## src/rtl/flash_arb_pkg.sv

```systemverilog
// Shared definitions for the flash read arbiter: FSM state encoding,
// transfer owner encoding and the word returned on a timed-out read.
package flash_arb_pkg;

  typedef enum logic [2:0] {
    IDLE      = 3'd0,
    ISSUE     = 3'd1,
    WAIT_BUSY = 3'd2,
    WAIT_DONE = 3'd3,
    RESP      = 3'd4
  } state_t;

  typedef enum logic {
    OWN_I = 1'b0,
    OWN_D = 1'b1
  } owner_t;

  // Data word handed back to the requester when the flash never finished
  localparam logic [31:0] ERR_WORD = 32'hFFFF_FFFF;

  // Last count value of the WAIT_BUSY watchdog before the strobe is repeated
  localparam logic [1:0] RESTROBE_LAST = 2'd3;

endpackage

```

## src/rtl/flash_arb_grant.sv

```systemverilog
// Grant decision for the flash read arbiter: picks one of the two pending
// read ports. On contention it either alternates against the last served
// port (ROUND_ROBIN=1) or always favours the data port (ROUND_ROBIN=0).
module flash_arb_grant
  import flash_arb_pkg::*;
#(
  parameter int ROUND_ROBIN = 1
) (
  input  logic   i_req,
  input  logic   d_req,
  input  owner_t last_served,
  output logic   grant,
  output owner_t grant_owner
);

  // Pick the winner; the owner output only matters when grant is high
  always_comb begin
    grant       = i_req | d_req;
    grant_owner = OWN_D;
    if (i_req && d_req) begin
      if (ROUND_ROBIN != 0) begin
        grant_owner = (last_served == OWN_D) ? OWN_I : OWN_D;
      end
    end else if (i_req) begin
      grant_owner = OWN_I;
    end
  end

endmodule

```

## src/rtl/flash_read_arbiter.sv

```systemverilog
// Flash read arbiter: shares one SPI flash word reader between the
// instruction-fetch port and the data-load port. One transfer at a time,
// strobe re-issued if the reader never goes busy, aborted with an error
// word if the reader stays busy for TIMEOUT cycles (valid range 1..255).
// Optional build macro FLASH_ARB_CACHE_EN adds a one-entry read cache that
// answers a repeated address without touching the flash.
module flash_read_arbiter
  import flash_arb_pkg::*;
#(
  parameter int ROUND_ROBIN = 1,
  parameter int TIMEOUT     = 255
) (
  input  logic        clk,
  input  logic        reset,
  input  logic        i_req,
  input  logic [19:0] i_addr,
  output logic [31:0] i_rdata,
  output logic        i_valid,
  input  logic        d_req,
  input  logic [19:0] d_addr,
  output logic [31:0] d_rdata,
  output logic        d_valid,
  output logic        err,
  output logic        f_rstrb,
  output logic [19:0] f_addr,
  input  logic [31:0] f_rdata,
  input  logic        f_rbusy
);

  localparam logic [7:0] TIMEOUT_LAST = 8'(TIMEOUT - 1);

  state_t      state;
  owner_t      owner;
  owner_t      last_served;
  logic [7:0]  wait_cnt;
  logic [1:0]  busy_cnt;

  logic        grant;
  owner_t      grant_owner;
  logic [19:0] grant_addr;

  logic        cache_hit;
  logic [31:0] cache_data;

  logic        deliver;
  owner_t      deliver_owner;
  logic [31:0] deliver_data;
  logic        deliver_err;

  flash_arb_grant #(
    .ROUND_ROBIN (ROUND_ROBIN)
  ) u_grant (
    .i_req       (i_req),
    .d_req       (d_req),
    .last_served (last_served),
    .grant       (grant),
    .grant_owner (grant_owner)
  );

  assign grant_addr = (grant_owner == OWN_I) ? i_addr : d_addr;

  // The strobe is gated by f_rbusy so a reader still finishing an aborted
  // transfer is never strobed; ISSUE simply waits for it to go idle.
  assign f_rstrb = (state == ISSUE) && !f_rbusy;

`ifdef FLASH_ARB_CACHE_EN
  logic        cache_valid;
  logic [19:0] cache_tag;

  assign cache_hit = cache_valid && (cache_tag == grant_addr);

  // One-entry cache, refreshed by every read the flash actually completed
  always_ff @(posedge clk) begin
    if (!reset) begin
      cache_valid <= 1'b0;
      cache_tag   <= '0;
      cache_data  <= '0;
    end else if (state == WAIT_DONE && !f_rbusy) begin
      cache_valid <= 1'b1;
      cache_tag   <= f_addr;
      cache_data  <= f_rdata;
    end
  end
`else
  assign cache_hit  = 1'b0;
  assign cache_data = '0;
`endif

  // Decide whether a response is launched this cycle and what it carries
  always_comb begin
    deliver       = 1'b0;
    deliver_owner = owner;
    deliver_data  = f_rdata;
    deliver_err   = 1'b0;
    case (state)
      IDLE: begin
        if (grant && cache_hit) begin
          deliver       = 1'b1;
          deliver_owner = grant_owner;
          deliver_data  = cache_data;
        end
      end
      WAIT_DONE: begin
        if (!f_rbusy) begin
          deliver = 1'b1;
        end else if (wait_cnt == TIMEOUT_LAST) begin
          deliver      = 1'b1;
          deliver_data = ERR_WORD;
          deliver_err  = 1'b1;
        end
      end
      default: ;
    endcase
  end

  // Transfer sequencing: grant, strobe, wait for busy, wait for done, respond
  always_ff @(posedge clk) begin
    if (!reset) begin
      state       <= IDLE;
      owner       <= OWN_I;
      last_served <= OWN_D;
      f_addr      <= '0;
      wait_cnt    <= '0;
      busy_cnt    <= '0;
    end else begin
      case (state)
        IDLE: begin
          if (grant) begin
            owner       <= grant_owner;
            last_served <= grant_owner;
            f_addr      <= grant_addr;
            state       <= cache_hit ? RESP : ISSUE;
          end
        end
        ISSUE: begin
          if (!f_rbusy) begin
            busy_cnt <= '0;
            state    <= WAIT_BUSY;
          end
        end
        WAIT_BUSY: begin
          if (f_rbusy) begin
            wait_cnt <= '0;
            state    <= WAIT_DONE;
          end else if (busy_cnt == RESTROBE_LAST) begin
            state <= ISSUE;
          end else begin
            busy_cnt <= busy_cnt + 2'd1;
          end
        end
        WAIT_DONE: begin
          if (!f_rbusy || wait_cnt == TIMEOUT_LAST) begin
            state <= RESP;
          end else begin
            wait_cnt <= wait_cnt + 8'd1;
          end
        end
        RESP: begin
          state <= IDLE;
        end
        default: begin
          state <= IDLE;
        end
      endcase
    end
  end

  // Response registers: data held between responses, valid/err pulse in RESP
  always_ff @(posedge clk) begin
    if (!reset) begin
      i_rdata <= '0;
      d_rdata <= '0;
      i_valid <= 1'b0;
      d_valid <= 1'b0;
      err     <= 1'b0;
    end else begin
      i_valid <= 1'b0;
      d_valid <= 1'b0;
      err     <= 1'b0;
      if (deliver) begin
        if (deliver_owner == OWN_I) begin
          i_rdata <= deliver_data;
          i_valid <= 1'b1;
        end else begin
          d_rdata <= deliver_data;
          d_valid <= 1'b1;
        end
        err <= deliver_err;
      end
    end
  end

endmodule

```

## config.mk

```make
export PLATFORM = sky130hd
export DESIGN_NAME = flash_read_arbiter
export DESIGN_NICKNAME = d
export VERILOG_FILES = /design/src/rtl/flash_arb_pkg.sv /design/src/rtl/flash_arb_grant.sv /design/src/rtl/flash_read_arbiter.sv
export SDC_FILE = /design/constraint.sdc
export NUM_CORES = 1
export LEC_CHECK = 0
export ABC_CLOCK_PERIOD_IN_PS = 2900
export CORE_ASPECT_RATIO = 0.7
export CORE_MARGIN = 5
export CORE_UTILIZATION = 46
export DETAILED_ROUTE_END_ITERATION = 8
export HOLD_SLACK_MARGIN = 0.08
export PLACE_DENSITY = 0.85
export REMOVE_ABC_BUFFERS = 1
export SETUP_SLACK_MARGIN = 0.05
export SLEW_MARGIN = 20
export SYNTH_ARGS = -nofsm -noshare
export SYNTH_HDL_FRONTEND = slang
export SYNTH_SLANG_ARGS = --single-unit
export TNS_END_PERCENT = 50
```

## constraint.sdc

```tcl
create_clock -name clk -period 2.9 [get_ports clk]
set_input_delay 0.58 -clock clk [delete_from_list [all_inputs] [get_ports clk]]
set_output_delay 0.58 -clock clk [all_outputs]
set_load 0.03 [all_outputs]
```

# Word-level counts from Yosys, hierarchy flattened
# Cells that the tools add are included.
# classes
mux,25
eq_ne,13
mul,0
div_mod_pow,0
n_reduce_logical,15
shifts,0
add_sub_neg,2
n_bitwise,2
order_cmp,0
# ops
operator,n
$mux 32,3
$mux 20,1
$mux 8,2
$pmux 8 s2,1
$mux 3,5
$ne 2x2->1 const B,7
$pmux 3 s4,1
$reduce_and 4->1,3
$add 8x1->8 const B,1
$eq 8x8->1 const B,1
$mux 1,8
$reduce_and 2->1,4
$eq 3x2->1 const B,2
$mux 2,3
$pmux 2 s2,1
$reduce_bool 2->1,2
$eq 3x1->1 const B,1
$logic_not 3->1,1
$ne 3x3->1 const B,1
$reduce_and 3->1,1
$add 2x1->2 const B,1
$eq 2x2->1 const B,1
$logic_and 1x1->1,2
$logic_not 1->1,1
3 further kinds,3
# totals
mem_bits_ro,0
ram_bits,0
elab_cells,68
latch_bits,0
memories,0
output_inout_bits,88
ff_bits,102
in_bits,77

# Depth between registers and ports, before layout
# Gate-level depths: netlist of the first run.
# logic_depth
ltp_word,5
ltp_mapped,7
ltp_nobuf,6

# Modules after synthesis
# Synthesis of the first run repeated with hierarchy kept, for this count alone.
# hier_totals
cells_unflattened,351
hier_area_um2,4031.4
# modules_own_cells
mod,cells_per_inst,instances,seq_area_each_um2,area_each_um2
flash_read_arbiter,348,1,2042.0,4016.4
flash_arb_grant,3,1,0.0,15.0

# Least setup slack after synthesis of the first run
# No wires, ideal clock.
# synth_timing
kind,register -> register
startpoint,register wait_cnt[0]
endpoint,register wait_cnt[7]
path_buffers,0
path_stages_with_launch,7
t_arrival_ps,1677
required_ps,2829
setup_slack_ps,1152
setup_ps,71
synth_period_minus_slack_ps,1748
path_cell_list,dfxtp_1 inv_1 ha_1 and3_1 a31o_1 or4_1 a21oi_1
# synth_between
elab_chain_cells,4
elab_cells_between_ends,7
classes_between,add/sub (1); eq/ne (2); mux (2); reduce/logical (2)
# synth_lines
item,line_no,rtl
from (decl),flash_read_arbiter.sv:35,logic [7:0] wait_cnt;
from (signal assigned),flash_read_arbiter.sv:155,wait_cnt <= wait_cnt + 8'd1;
branches (longest 4 deep; another with $add 8x1->8),--,
# Parallel ways; which one is timed is not known. The select of a mux whose other input is x is not followed.
# A chain may end at the register's enable or synchronous reset.

# Worst setup path after layout of the first run
# layout_timing
startpoint,input port f_rbusy
endpoint,output port f_rstrb
# layout_between
elab_chain_cells,2
# layout_lines
item,line_no,rtl
from (decl),flash_read_arbiter.sv:27,input logic f_rbusy
$logic_not 1->1,flash_read_arbiter.sv:64,assign f_rstrb = (state == ISSUE) && !f_rbusy;
$logic_and 1x1->1,flash_read_arbiter.sv:64,
to (decl),flash_read_arbiter.sv:24,"output logic f_rstrb,"
# Every way passes these cells.

==> metrics.txt, run 1 <==
# TYPE chip_impl_metric gauge
chip_impl_metric{name="routed_wl",unit="mm"} 11.4
chip_impl_metric{name="seq_pwr_share",unit="%"} 45.0
chip_impl_info{name="ys.flop_type",value="sky130_fd_sc_hd__dfxtp_1"} 1
chip_impl_metric{name="ant_nets",unit=""} 0
chip_impl_metric{name="floorplan.io_pins",unit=""} 165
chip_impl_metric{name="grt_antenna_before_repair",unit=""} 0
chip_impl_info{name="rr_endpoint",value="i_rdata[31]"} 1
chip_impl_metric{name="cts_num_sinks",unit=""} 102
chip_impl_metric{name="cpPeakStageDelay",unit="ps"} 730
chip_impl_metric{name="avgViaCountPerCell",unit=""} 5.57
chip_impl_metric{name="port_buffers",unit=""} 164
chip_impl_metric{name="grt_pass1_wl",unit="mm"} 17.6
chip_impl_metric{name="ys_seq_elements",unit=""} 102
chip_impl_info{name="grt_setup_unrepaired",value="no"} 1
chip_impl_info{name="netlist.top_cell.by_area",value="sky130_fd_sc_hd__dfxtp_1"} 1
chip_impl_metric{name="gp_routability_congestion",unit=""} 0.773
chip_impl_metric{name="globalRouteOverflowTotal",unit=""} 0
chip_impl_metric{name="track_usage",unit="%"} 20.8
chip_impl_metric{name="worstHoldPathCells",unit=""} 2
chip_impl_metric{name="rr_worst_depth",unit=""} 6
chip_impl_metric{name="final_nets",unit=""} 583
chip_impl_metric{name="timing.critical_path.buf_inv",unit=""} 2
chip_impl_metric{name="firstDrtPassIters",unit=""} 4
chip_impl_metric{name="postLayoutSetupSlackWorst",unit="ps"} 536
chip_impl_metric{name="design.core.area",unit="sq um"} 8440
chip_impl_metric{name="achievable-frequency",unit="MHz"} 423
chip_impl_metric{name="synth_cell_types",unit=""} 44
chip_impl_info{name="timing.hold.worst.start",value="busy_cnt[1]"} 1
chip_impl_metric{name="report.final.setup_viol",unit=""} 0
chip_impl_metric{name="period_share",unit="%"} 81.5
chip_impl_metric{name="timing.final.max_slew_violations",unit=""} 0
chip_impl_metric{name="floorplan.die.width",unit="um"} 121
chip_impl_metric{name="ff_latch_area",unit="sq um"} 2040
chip_impl_metric{name="cts_setup_buffers",unit=""} 0
chip_impl_metric{name="synth_area",unit="sq um"} 3980
chip_impl_metric{name="final.setup_skew",unit="ps"} 11.6
chip_impl_metric{name="core.rowCount",unit=""} 28
chip_impl_metric{name="chip_height",unit="um"} 87.8
chip_impl_metric{name="p_int",unit="uW"} 2510
chip_impl_metric{name="yosys_warnings",unit=""} 0
chip_impl_info{name="cts.root.buffer_cell",value="sky130_fd_sc_hd__clkbuf_16"} 1
chip_impl_metric{name="fin_hold_ws",unit="ps"} 462
chip_impl_metric{name="cp_max_fo",unit=""} 10
chip_impl_metric{name="switching_share",unit="%"} 25.8
chip_impl_info{name="synth_area_leaders",value="sky130_fd_sc_hd__dfxtp_1 51%, sky130_fd_sc_hd__o221a_2 15%, sky130_fd_sc_hd__mux2i_1 6.0%"} 1
chip_impl_metric{name="tightestPinTransition",unit="ps"} 715
chip_impl_metric{name="design.die.area",unit="sq um"} 10600
chip_impl_metric{name="worst_setup_hold_path_clk_slew",unit="ps"} 60
chip_impl_metric{name="power.share.clock",unit="%"} 37.6
chip_impl_metric{name="multi_input_comb_area",unit="sq um"} 1750
chip_impl_info{name="worst_path_dominant_cell_family",value="buffers and inverters"} 1
chip_impl_metric{name="area_growth_synth_to_finish",unit="%"} 50.1
chip_impl_info{name="critical_path.reg2reg.startpoint",value="wait_cnt[1]"} 1
chip_impl_metric{name="crit_required",unit="ps"} 2320
chip_impl_metric{name="netSwitchingPower",unit="uW"} 872
chip_impl_info{name="post-synth-top-count-cell",value="sky130_fd_sc_hd__dfxtp_1"} 1
chip_impl_info{name="critPathKind",value="in -> out"} 1
chip_impl_metric{name="timing.max_slew.rel_slack",unit="%"} 52.1
chip_impl_metric{name="rrSetupSlack",unit="ps"} 930
chip_impl_metric{name="detailroute.via_count",unit=""} 3493
chip_impl_metric{name="via_count_of_the_first_global_routing_pass",unit=""} 3541
chip_impl_info{name="crit_chain",value="clkdlybuf4s50_1 -> nor2_1 -> and2_1 -> buf_4"} 1
chip_impl_metric{name="initial_core_util",unit="%"} 47.1
chip_impl_info{name="cp-end-kind",value="output port"} 1
chip_impl_metric{name="cellLeakagePower",unit="uW"} 0.00224
chip_impl_metric{name="report.power.total",unit="uW"} 3380
chip_impl_info{name="min_to",value="busy_cnt[1]"} 1
chip_impl_metric{name="cp_data_arrival_time",unit="ps"} 1780
chip_impl_metric{name="yosysSeqAreaShare",unit="%"} 51.3
chip_impl_metric{name="combinationalPowerShare",unit="%"} 17.3
chip_impl_metric{name="post_synth.cell_area_avg",unit="sq um"} 11.3
chip_impl_metric{name="synth.top_cell.area_share",unit="%"} 51.3
chip_impl_metric{name="post_synth_edffs",unit=""} 0
chip_impl_metric{name="cts-hold-fix-buffers",unit=""} 0
chip_impl_metric{name="synthesized_instance_count",unit=""} 353
chip_impl_metric{name="insertedDiodeCount",unit=""} 0
chip_impl_metric{name="dr.first_iter.drc_count",unit=""} 282
chip_impl_metric{name="postLayoutCoreUtil",unit="%"} 70.7
chip_impl_metric{name="cts_resized",unit=""} 0
chip_impl_info{name="cts_tree",value="done"} 1
chip_impl_info{name="holdCritPathClass",value="reg -> reg"} 1
chip_impl_metric{name="hold_fails_final_rpt",unit=""} 0
chip_impl_info{name="setup.worst_path.start_class",value="input port"} 1
chip_impl_metric{name="routed_wire_length_per_instance",unit="um"} 18.1
chip_impl_metric{name="synthArstFlopShare",unit="%"} 0
chip_impl_metric{name="final.min_clock_period",unit="ps"} 2360
chip_impl_metric{name="grt_max_degree",unit=""} 55
chip_impl_metric{name="post-route-drc-count",unit=""} 0
chip_impl_metric{name="place.detailed.hpwl",unit="mm"} 8.15
chip_impl_metric{name="final_layout_size_suffix_gt1_share",unit="%"} 16.8
chip_impl_metric{name="clock_path_buffers",unit=""} 2
chip_impl_metric{name="setup_tns",unit="ps"} 0
chip_impl_metric{name="n_fill_cell",unit=""} 636
chip_impl_info{name="cpMaxStageDelayCell",value="sky130_fd_sc_hd__clkdlybuf4s50_1"} 1
chip_impl_metric{name="power-per-cell-area",unit="nW/um^2"} 565
chip_impl_info{name="synth_top_cells_by_count",value="102 x sky130_fd_sc_hd__dfxtp_1, 52 x sky130_fd_sc_hd__o221a_2, 34 x sky130_fd_sc_hd__nor2_1"} 1
chip_impl_metric{name="irDropWorstVdd",unit="mV"} 0.385
chip_impl_info{name="run_status",value="finished, final reports clean"} 1
chip_impl_metric{name="place_ws",unit="ps"} 479
chip_impl_metric{name="later_pin_clock_latency_in_the_skew_report",unit="ps"} 330
chip_impl_metric{name="cts_max_level",unit=""} 3
chip_impl_metric{name="drv.max_cap_violation_count",unit=""} 0
chip_impl_metric{name="cts_buffers",unit=""} 9
==> power by group through the flow <==
stage / clock network, uW / registers (uW) / logic [uW]
after detailed placement: 0 / 1550 / 586
after global placement: 0 / 1550 / 573
after CTS: 1310 / 1520 / 589
after global routing: 1360 / 1530 / 626
after floorplan: 0 / 1660 / 178
final: 1270 / 1520 / 585
==> worst max-delay path by stage <==
stage / start / to / slack [ps] / depth (start not counted)
after CTS: f_rbusy / f_rstrb / 540 / 4
after global routing: f_rbusy / f_rstrb / 460 / 4
final: f_rbusy / f_rstrb / 540 / 4
after floorplan: d_req / f_addr[0] / 370 / 4
after detailed placement: f_rbusy / wait_cnt[7] / 480 / 5
after global placement: f_rbusy / wait_cnt[7] / 530 / 5
==> cell usage in the layout (no fill, tap or decap), types with 4 or more instances in the layout <==
master and count:
sky130_fd_sc_hd__nand2_1 8, sky130_fd_sc_hd__or3_1 4, sky130_fd_sc_hd__nor2_1 34, sky130_fd_sc_hd__clkdlybuf4s50_1 162, sky130_fd_sc_hd__and2_1 4, sky130_fd_sc_hd__mux2i_1 24
sky130_fd_sc_hd__a211oi_1 20, sky130_fd_sc_hd__a21oi_1 6, sky130_fd_sc_hd__inv_1 4, sky130_fd_sc_hd__o221a_2 52, sky130_fd_sc_hd__buf_4 9, sky130_fd_sc_hd__clkbuf_16 9
sky130_fd_sc_hd__o221a_1 12, sky130_fd_sc_hd__dfxtp_1 102
==> final cells by class <==
| cell class | count | share of cell area [%] |
|---|---|---|
| inverters | 5 | 0.314 |
| well taps | 120 | 2.51 |
| repair buffers | 172 | 28.4 |
| flip-flops and latches | 102 | 34.2 |
| multi-input cells | 213 | 29.3 |
| clock inverters | 6 | 1.57 |
| clock buffers | 9 | 3.77 |
==> registers in the layout, indices dropped and copies added, names as in the netlist, 2 cells and up <==
signal	count
d_rdata	32
i_rdata	32
f_addr	20
wait_cnt	8
state	3
busy_cnt	2
==> worst reg2reg max path, stage by stage, from the launching register on <==
cell and delay (ps):
sky130_fd_sc_hd__dfxtp_1 400, sky130_fd_sc_hd__ha_1 210, sky130_fd_sc_hd__and3_1 240, sky130_fd_sc_hd__nand2_2 140, sky130_fd_sc_hd__a211oi_4 260, sky130_fd_sc_hd__buf_4 380
sky130_fd_sc_hd__o221a_1 290
==> cells by family after synthesis <==
kind of cell | share of synthesized area (%)
mux | 6.04
fa+ha+maj | 0.943
flops | 51.3
buf+inv | 4.81
simple gates | 10.3
compound gates | 26.0
xor+xnor | 0.660
==> per-layer routing <==
metal	routed length [um]	global-route usage, %	vias to the layer above
met3	1100	8.20	14
met1	4640	24.4	1656
met5	0	0	-
met4	155	6.10	0
li1	-	-	1659
met2	5480	35.6	164
==> through the flow <==
stage	instance area, sq um	cells
after global placement	5650	612
after floorplan	3810	320
after CTS	5970	627
after detailed placement	5650	612
final	5970	627
after global routing	5970	627
No activity file was read; power rests on OpenSTA's default activity.
==> run 2: changes to the inputs <==
--- a/config.mk
+++ b/config.mk
@@ -5,13 +5,13 @@
 export SDC_FILE = /design/constraint.sdc
 export NUM_CORES = 1
 export LEC_CHECK = 0
-export ABC_CLOCK_PERIOD_IN_PS = 2900
+export ABC_CLOCK_PERIOD_IN_PS = 2400
 export CORE_ASPECT_RATIO = 0.7
 export CORE_MARGIN = 5
-export CORE_UTILIZATION = 46
+export CORE_UTILIZATION = 43
 export DETAILED_ROUTE_END_ITERATION = 8
 export HOLD_SLACK_MARGIN = 0.08
-export PLACE_DENSITY = 0.85
+export PLACE_DENSITY = 0.8
 export REMOVE_ABC_BUFFERS = 1
 export SETUP_SLACK_MARGIN = 0.05
 export SLEW_MARGIN = 20
==> constraint.sdc (replaced) <==
create_clock -name clk -period 2.4 [get_ports clk]
set_input_delay 0.48 -clock clk [delete_from_list [all_inputs] [get_ports clk]]
set_output_delay 0.48 -clock clk [all_outputs]
set_load 0.03 [all_outputs]
==> run 2 against run 1 <==
- wire length is 2.9% lower
- die area is 6.3% higher
- clock-buffer cell count is 1 higher
- clock skew is 0.86 ps lower
- non-clock buffer count is 3 higher
- critical endpoint unchanged
==> metrics.txt, run 2 (synthesis gave the netlist of run 1 again) <==
# TYPE chip_impl_metric gauge
chip_impl_info{name="run_status",value="finished, final reports clean"} 1
chip_impl_metric{name="final.setup_skew",unit="ps"} 10.8
chip_impl_metric{name="rrSetupSlack",unit="ps"} 460
chip_impl_metric{name="grt_antenna_before_repair",unit=""} 0
chip_impl_metric{name="via_count_of_the_first_global_routing_pass",unit=""} 3497
chip_impl_metric{name="chip_height",unit="um"} 90.5
chip_impl_metric{name="insertedDiodeCount",unit=""} 0
chip_impl_metric{name="drv.max_cap_violation_count",unit=""} 0
chip_impl_metric{name="report.power.total",unit="uW"} 3910
chip_impl_metric{name="final.min_clock_period",unit="ps"} 2180
chip_impl_metric{name="period_share",unit="%"} 90.7
chip_impl_metric{name="ff_latch_area",unit="sq um"} 2040
chip_impl_metric{name="setup_tns",unit="ps"} 0
chip_impl_metric{name="multi_input_comb_area",unit="sq um"} 1750
chip_impl_info{name="cp-end-kind",value="output port"} 1
chip_impl_metric{name="cp_data_arrival_time",unit="ps"} 1700
chip_impl_metric{name="power.share.clock",unit="%"} 34.4
chip_impl_metric{name="netSwitchingPower",unit="uW"} 1070
chip_impl_info{name="grt_setup_unrepaired",value="no"} 1
chip_impl_metric{name="cellLeakagePower",unit="uW"} 0.00225
chip_impl_metric{name="dr.first_iter.drc_count",unit=""} 300
chip_impl_metric{name="post-route-drc-count",unit=""} 0
chip_impl_info{name="setup.worst_path.start_class",value="flip-flop"} 1
chip_impl_info{name="layout.cells.most_common",value="sky130_fd_sc_hd__clkdlybuf4s50_1"} 1
chip_impl_metric{name="place_ws",unit="ps"} 269
chip_impl_metric{name="crit_required",unit="ps"} 1920
chip_impl_info{name="cts.root.buffer_cell",value="sky130_fd_sc_hd__clkbuf_16"} 1
chip_impl_metric{name="firstDrtPassIters",unit=""} 4
chip_impl_metric{name="ant_nets",unit=""} 0
chip_impl_metric{name="avgViaCountPerCell",unit=""} 5.50
chip_impl_metric{name="globalRouteOverflowTotal",unit=""} 0
chip_impl_metric{name="cts-hold-fix-buffers",unit=""} 0
chip_impl_info{name="largestRegisters",value="d_rdata: 32 flops, i_rdata: 32 flops, f_addr: 20 flops"} 1
chip_impl_metric{name="routed_wl",unit="mm"} 11.0
chip_impl_metric{name="track_usage",unit="%"} 19.0
chip_impl_metric{name="achievable-frequency",unit="MHz"} 460
chip_impl_metric{name="cts_resized",unit=""} 0
chip_impl_metric{name="floorplan.io_pins",unit=""} 165
chip_impl_info{name="holdCritPathClass",value="reg -> reg"} 1
chip_impl_info{name="critPathKind",value="reg -> out"} 1
chip_impl_metric{name="cts_setup_buffers",unit=""} 0
chip_impl_metric{name="core.rowCount",unit=""} 29
chip_impl_metric{name="placedCellCount",unit=""} 619
chip_impl_metric{name="timing.final.max_slew_violations",unit=""} 0
chip_impl_metric{name="grt_max_degree",unit=""} 51
chip_impl_metric{name="timing.max_slew.rel_slack",unit="%"} 64.4
chip_impl_metric{name="stdcell_count",unit=""} 635
chip_impl_metric{name="cts_num_sinks",unit=""} 102
chip_impl_metric{name="floorplan.die.width",unit="um"} 125
chip_impl_metric{name="gp_routability_congestion",unit=""} 0.842
chip_impl_metric{name="design.core.area",unit="sq um"} 9030
chip_impl_metric{name="later_pin_clock_latency_in_the_skew_report",unit="ps"} 340
chip_impl_metric{name="power-per-cell-area",unit="nW/um^2"} 650
chip_impl_metric{name="worst_setup_hold_path_clk_slew",unit="ps"} 70
chip_impl_metric{name="combinationalPowerShare",unit="%"} 18.7
chip_impl_metric{name="area_growth_synth_to_finish",unit="%"} 51.0
chip_impl_metric{name="detailroute.via_count",unit=""} 3495
chip_impl_metric{name="cts_max_level",unit=""} 3
chip_impl_metric{name="place.detailed.hpwl",unit="mm"} 7.91
chip_impl_metric{name="initial_core_util",unit="%"} 44.0
chip_impl_metric{name="clock_path_buffers",unit=""} 2
chip_impl_metric{name="n_fill_cell",unit=""} 711
chip_impl_metric{name="irDropWorstVdd",unit="mV"} 0.390
chip_impl_metric{name="cts_buffers",unit=""} 9
chip_impl_info{name="mostFrequentLayoutCells",value="162 x sky130_fd_sc_hd__clkdlybuf4s50_1, 102 x sky130_fd_sc_hd__dfxtp_1, 52 x sky130_fd_sc_hd__o221a_2"} 1
chip_impl_metric{name="p_int",unit="uW"} 2840
chip_impl_metric{name="routed_wire_length_per_instance",unit="um"} 17.4
chip_impl_metric{name="switching_share",unit="%"} 27.4
chip_impl_metric{name="postLayoutSetupSlackWorst",unit="ps"} 224
chip_impl_metric{name="seq_pwr_share",unit="%"} 46.9
chip_impl_metric{name="cp_max_fo",unit=""} 12
chip_impl_metric{name="tightestPinTransition",unit="ps"} 534
chip_impl_metric{name="final_nets",unit=""} 586
chip_impl_metric{name="final_layout_size_suffix_gt1_share",unit="%"} 17.2
chip_impl_metric{name="fin_hold_ws",unit="ps"} 460
chip_impl_metric{name="hold_fails_final_rpt",unit=""} 0
chip_impl_metric{name="report.final.setup_viol",unit=""} 0
chip_impl_metric{name="design.die.area",unit="sq um"} 11300
chip_impl_metric{name="grt_pass1_wl",unit="mm"} 17.9
chip_impl_info{name="cts_tree",value="done"} 1
chip_impl_metric{name="port_buffers",unit=""} 164
==> run 2: cell count changes in the layout (fill, tap and decap cells not counted) <==
cell,change
sky130_fd_sc_hd__clkbuf_1,+1
sky130_fd_sc_hd__inv_6,-1
sky130_fd_sc_hd__buf_4,-1
sky130_fd_sc_hd__clkinvlp_4,+1
sky130_fd_sc_hd__clkinv_4,+1
sky130_fd_sc_hd__clkinv_2,+1
sky130_fd_sc_hd__bufinv_16,-2
sky130_fd_sc_hd__buf_12,+4
==> run 2: area by class of cell <==
type                    instances  share of cell area, %
inverters                       5                  0.312
multi-input cells             213                   29.1
clock buffers                  10                   3.81
well taps                     124                   2.58
flip-flops and latches        102                   34.0
clock inverters                 6                  0.771
repair buffers                175                   29.4
==> run 2: metrics by stage <==
stage | utilization (%) | area [sq um]
global placement | 63.4 | 5730
finish | 66.5 | 6010
detailed placement | 63.4 | 5730
global route | 66.5 | 6010
floorplan | - | 3810
CTS | 66.5 | 6010
==> run 2: final timing paths <==
| kind | startpoint | cells past startpoint | to |
|---|---|---|---|
| min reg2reg | busy_cnt[1] | 2 | busy_cnt[1] |
| min | busy_cnt[1] | 2 | busy_cnt[1] |
| max reg2reg | state[0] | 5 | d_rdata[29] |
| max | state[0] | 3 | f_rstrb |
==> run 2: power groups by stage <==
| stage | clock network (uW) | registers, uW | logic (uW) |
|---|---|---|---|
| 2_1_floorplan | 0 | 2000 | 215 |
| 3_3_place_gp | 0 | 1870 | 720 |
| 3_5_place_dp | 0 | 1870 | 734 |
| 4_1_cts | 1380 | 1830 | 737 |
| 5_1_grt | 1450 | 1840 | 778 |
| 6_report | 1340 | 1830 | 730 |
==> run 2: metal layers <==
layer  vias up  share of wire, %  global-route usage [%]
met2       121                46                    31.1
met5         -                 0                       0
li1       1680                 -                       -
met1      1684                45                    24.0
met4         0              0.91                    4.33
met3        10               7.7                    7.03
==> run 2: critical path, stage by stage, from the launching register on <==
cell	delay, ps
sky130_fd_sc_hd__dfxtp_1	660
sky130_fd_sc_hd__nor2b_1	360
sky130_fd_sc_hd__and2_1	190
sky130_fd_sc_hd__buf_4	160
==> run 3: changes to the inputs <==
--- a/config.mk
+++ b/config.mk
@@ -6,14 +6,15 @@
 export NUM_CORES = 1
 export LEC_CHECK = 0
 export ABC_CLOCK_PERIOD_IN_PS = 2400
+export CELL_PAD_IN_SITES_DETAIL_PLACEMENT = 0
+export CELL_PAD_IN_SITES_GLOBAL_PLACEMENT = 1
 export CORE_ASPECT_RATIO = 0.7
 export CORE_MARGIN = 5
-export CORE_UTILIZATION = 43
+export CORE_UTILIZATION = 32
 export DETAILED_ROUTE_END_ITERATION = 8
 export HOLD_SLACK_MARGIN = 0.08
-export PLACE_DENSITY = 0.8
+export PLACE_DENSITY_LB_ADDON = 0.1
 export REMOVE_ABC_BUFFERS = 1
-export SETUP_SLACK_MARGIN = 0.05
 export SLEW_MARGIN = 20
 export SYNTH_ARGS = -nofsm -noshare
 export SYNTH_HDL_FRONTEND = slang
==> run 3 against run 2 <==
- sequential power hardly changed
- clock skew hardly changed
- setup slack worse by 25 ps
- sequential cell count stayed put
- die area is 31% higher
- utilization is 17 points lower
- register-to-register slack hardly changed
- via count is 3.2% lower
- first-iteration DRC count is 37% lower
- critical endpoint unchanged
- largest power group unchanged
- highest routed layer unchanged
==> metrics.txt, run 3 (synthesis gave the netlist of run 1 again) <==
# TYPE chip_impl_metric gauge
chip_impl_metric{name="clock_path_buffers",unit=""} 2
chip_impl_metric{name="place.detailed.hpwl",unit="mm"} 8.15
chip_impl_metric{name="cts_buffers",unit=""} 9
chip_impl_metric{name="stdcell_count",unit=""} 674
chip_impl_metric{name="routed_wl",unit="mm"} 11.4
chip_impl_metric{name="initial_core_util",unit="%"} 32.4
chip_impl_metric{name="cts_setup_buffers",unit=""} 0
chip_impl_info{name="run_status",value="finished, final reports clean"} 1
chip_impl_metric{name="achievable-frequency",unit="MHz"} 454
chip_impl_metric{name="period_share",unit="%"} 91.7
chip_impl_metric{name="chip_height",unit="um"} 103
chip_impl_metric{name="track_usage",unit="%"} 15.1
chip_impl_metric{name="globalRouteOverflowTotal",unit=""} 0
chip_impl_info{name="worst_path_dominant_cell_family",value="flip-flops"} 1
chip_impl_metric{name="final.min_clock_period",unit="ps"} 2200
chip_impl_info{name="setup.worst_path.start_class",value="flip-flop"} 1
chip_impl_metric{name="cpPeakStageDelay",unit="ps"} 640
chip_impl_metric{name="timing.final.max_slew_violations",unit=""} 0
chip_impl_metric{name="final_cell_area",unit="sq um"} 6090
chip_impl_metric{name="ant_nets",unit=""} 0
chip_impl_metric{name="multi_input_comb_area",unit="sq um"} 1750
chip_impl_metric{name="grt_pass1_wl",unit="mm"} 17.7
chip_impl_metric{name="fin_hold_ws",unit="ps"} 460
chip_impl_info{name="cts.root.buffer_cell",value="sky130_fd_sc_hd__clkbuf_16"} 1
chip_impl_metric{name="final_nets",unit=""} 587
chip_impl_metric{name="firstDrtPassIters",unit=""} 4
chip_impl_metric{name="cp_max_fo",unit=""} 12
chip_impl_metric{name="insertedDiodeCount",unit=""} 0
chip_impl_metric{name="floorplan.die.width",unit="um"} 143
chip_impl_metric{name="area_growth_synth_to_finish",unit="%"} 53.0
chip_impl_info{name="layout.cells.most_common",value="sky130_fd_sc_hd__clkdlybuf4s50_1"} 1
chip_impl_metric{name="placedCellCount",unit=""} 658
chip_impl_metric{name="n_fill_cell",unit=""} 1086
chip_impl_info{name="holdCritPathClass",value="in -> reg"} 1
chip_impl_metric{name="placedInstanceArea",unit="sq um"} 5790
chip_impl_metric{name="report.final.setup_viol",unit=""} 0
chip_impl_info{name="cp-end-kind",value="output port"} 1
chip_impl_info{name="largestRegisters",value="d_rdata: 32 flops, i_rdata: 32 flops, f_addr: 20 flops"} 1
chip_impl_metric{name="detailroute.via_count",unit=""} 3383
chip_impl_metric{name="worst_setup_hold_path_clk_slew",unit="ps"} 70
chip_impl_metric{name="grt_max_degree",unit=""} 47
chip_impl_metric{name="routed_wire_length_per_instance",unit="um"} 16.9
chip_impl_metric{name="cts-hold-fix-buffers",unit=""} 0
chip_impl_metric{name="timing.max_slew.rel_slack",unit="%"} 59.5
chip_impl_metric{name="cp_data_arrival_time",unit="ps"} 1720
chip_impl_info{name="cpMaxStageDelayCell",value="sky130_fd_sc_hd__dfxtp_1"} 1
chip_impl_info{name="critPathKind",value="reg -> out"} 1
chip_impl_metric{name="irDropWorstVdd",unit="mV"} 0.365
chip_impl_metric{name="floorplan.io_pins",unit=""} 165
chip_impl_metric{name="design.core.area",unit="sq um"} 12300
chip_impl_metric{name="timing.critical_path.buf_inv",unit=""} 1
chip_impl_metric{name="later_pin_clock_latency_in_the_skew_report",unit="ps"} 340
chip_impl_metric{name="core.rowCount",unit=""} 34
chip_impl_metric{name="design.die.area",unit="sq um"} 14800
chip_impl_metric{name="postLayoutSetupSlackWorst",unit="ps"} 199
chip_impl_metric{name="via_count_of_the_first_global_routing_pass",unit=""} 3307
chip_impl_metric{name="place_ws",unit="ps"} 185
chip_impl_info{name="cts_tree",value="done"} 1
chip_impl_metric{name="final_layout_size_suffix_gt1_share",unit="%"} 17.6
chip_impl_metric{name="cellLeakagePower",unit="uW"} 0.00227
chip_impl_metric{name="cts_max_level",unit=""} 3
chip_impl_metric{name="tightestPinTransition",unit="ps"} 607
chip_impl_metric{name="drv.max_cap_violation_count",unit=""} 0
chip_impl_metric{name="ff_latch_area",unit="sq um"} 2040
chip_impl_metric{name="avgViaCountPerCell",unit=""} 5.02
chip_impl_metric{name="power-per-cell-area",unit="nW/um^2"} 659
chip_impl_metric{name="crit_required",unit="ps"} 1920
chip_impl_info{name="grt_setup_unrepaired",value="no"} 1
chip_impl_metric{name="dr.first_iter.drc_count",unit=""} 189
chip_impl_metric{name="post-route-drc-count",unit=""} 0
chip_impl_metric{name="hold_fails_final_rpt",unit=""} 0
chip_impl_info{name="crit_chain",value="nor2b_1 -> and2_1 -> buf_12"} 1
chip_impl_metric{name="cts_resized",unit=""} 0
chip_impl_metric{name="port_buffers",unit=""} 164
chip_impl_metric{name="final.setup_skew",unit="ps"} 11.2
chip_impl_metric{name="cts_num_sinks",unit=""} 102
chip_impl_metric{name="gp_routability_congestion",unit=""} 0.733
chip_impl_metric{name="grt_antenna_before_repair",unit=""} 0
chip_impl_info{name="mostFrequentLayoutCells",value="162 x sky130_fd_sc_hd__clkdlybuf4s50_1, 102 x sky130_fd_sc_hd__dfxtp_1, 52 x sky130_fd_sc_hd__o221a_2"} 1
[run 3: cell count changes in the layout (fill, tap and decap cells not counted)]
cell	delta
sky130_fd_sc_hd__clkinvlp_4	-2
sky130_fd_sc_hd__clkinv_4	-1
sky130_fd_sc_hd__buf_4	+1
sky130_fd_sc_hd__inv_6	+2
sky130_fd_sc_hd__clkbuf_8	+1
sky130_fd_sc_hd__inv_8	+1
sky130_fd_sc_hd__clkbuf_1	-1
sky130_fd_sc_hd__clkinv_8	+1
sky130_fd_sc_hd__clkinv_2	-1
[run 3: path summary, 6_finish.rpt]
path | start | endpoint | slack, ps | depth (start not counted)
setup / recovery | state[0] | f_rstrb | 200 | 3
hold / removal | reset | last_served | 460 | 2
setup reg to reg | state[0] | d_rdata[11] | 450 | 5
hold reg to reg | busy_cnt[1] | busy_cnt[1] | 480 | 2
[run 3: report_power, final]
group	total (uW)	switching, uW	internal [uW]
Clock	1450	686	762
Sequential	1830	63.0	1770
Combinational	731	373	358
Total	4010	1120	2890
[run 3: per-stage QoR]
| stage | setup TNS [ps] | utilization, % | total power (uW) |
|---|---|---|---|
| 2_1_floorplan | -644 | - | 2220 |
| 4_1_cts | 0 | 49.5 | 4070 |
| 3_3_place_gp | 0 | 47.1 | 2610 |
| 5_1_grt | 0 | 49.5 | 4200 |
| 3_5_place_dp | 0 | 47.1 | 2610 |
| 6_report | 0 | 49.5 | 4010 |
[run 3: area by class of cell]
type                    instances  area share, %
clock buffers                  10           3.93
clock inverters                 6           1.03
inverters                       5          0.308
multi-input cells             213           28.7
flip-flops and latches        102           33.5
well taps                     162           3.33
repair buffers                176           29.1
[run 3: worst register-to-register path: stages (launching register included)]
cell	delay, ps
sky130_fd_sc_hd__dfxtp_1	640
sky130_fd_sc_hd__nor2b_1	360
sky130_fd_sc_hd__nand3_1	140
sky130_fd_sc_hd__a21oi_2	140
sky130_fd_sc_hd__buf_4	360
sky130_fd_sc_hd__o221a_2	270
[run 3: metal layers]
metal | GRT usage [%] | up-vias | routed length, um
met2 | 23.3 | 106 | 4990
met3 | 5.42 | 8 | 915
li1 | - | 1673 | -
met1 | 20.3 | 1596 | 5370
met4 | 4.12 | 0 | 144
met5 | 0 | - | 0
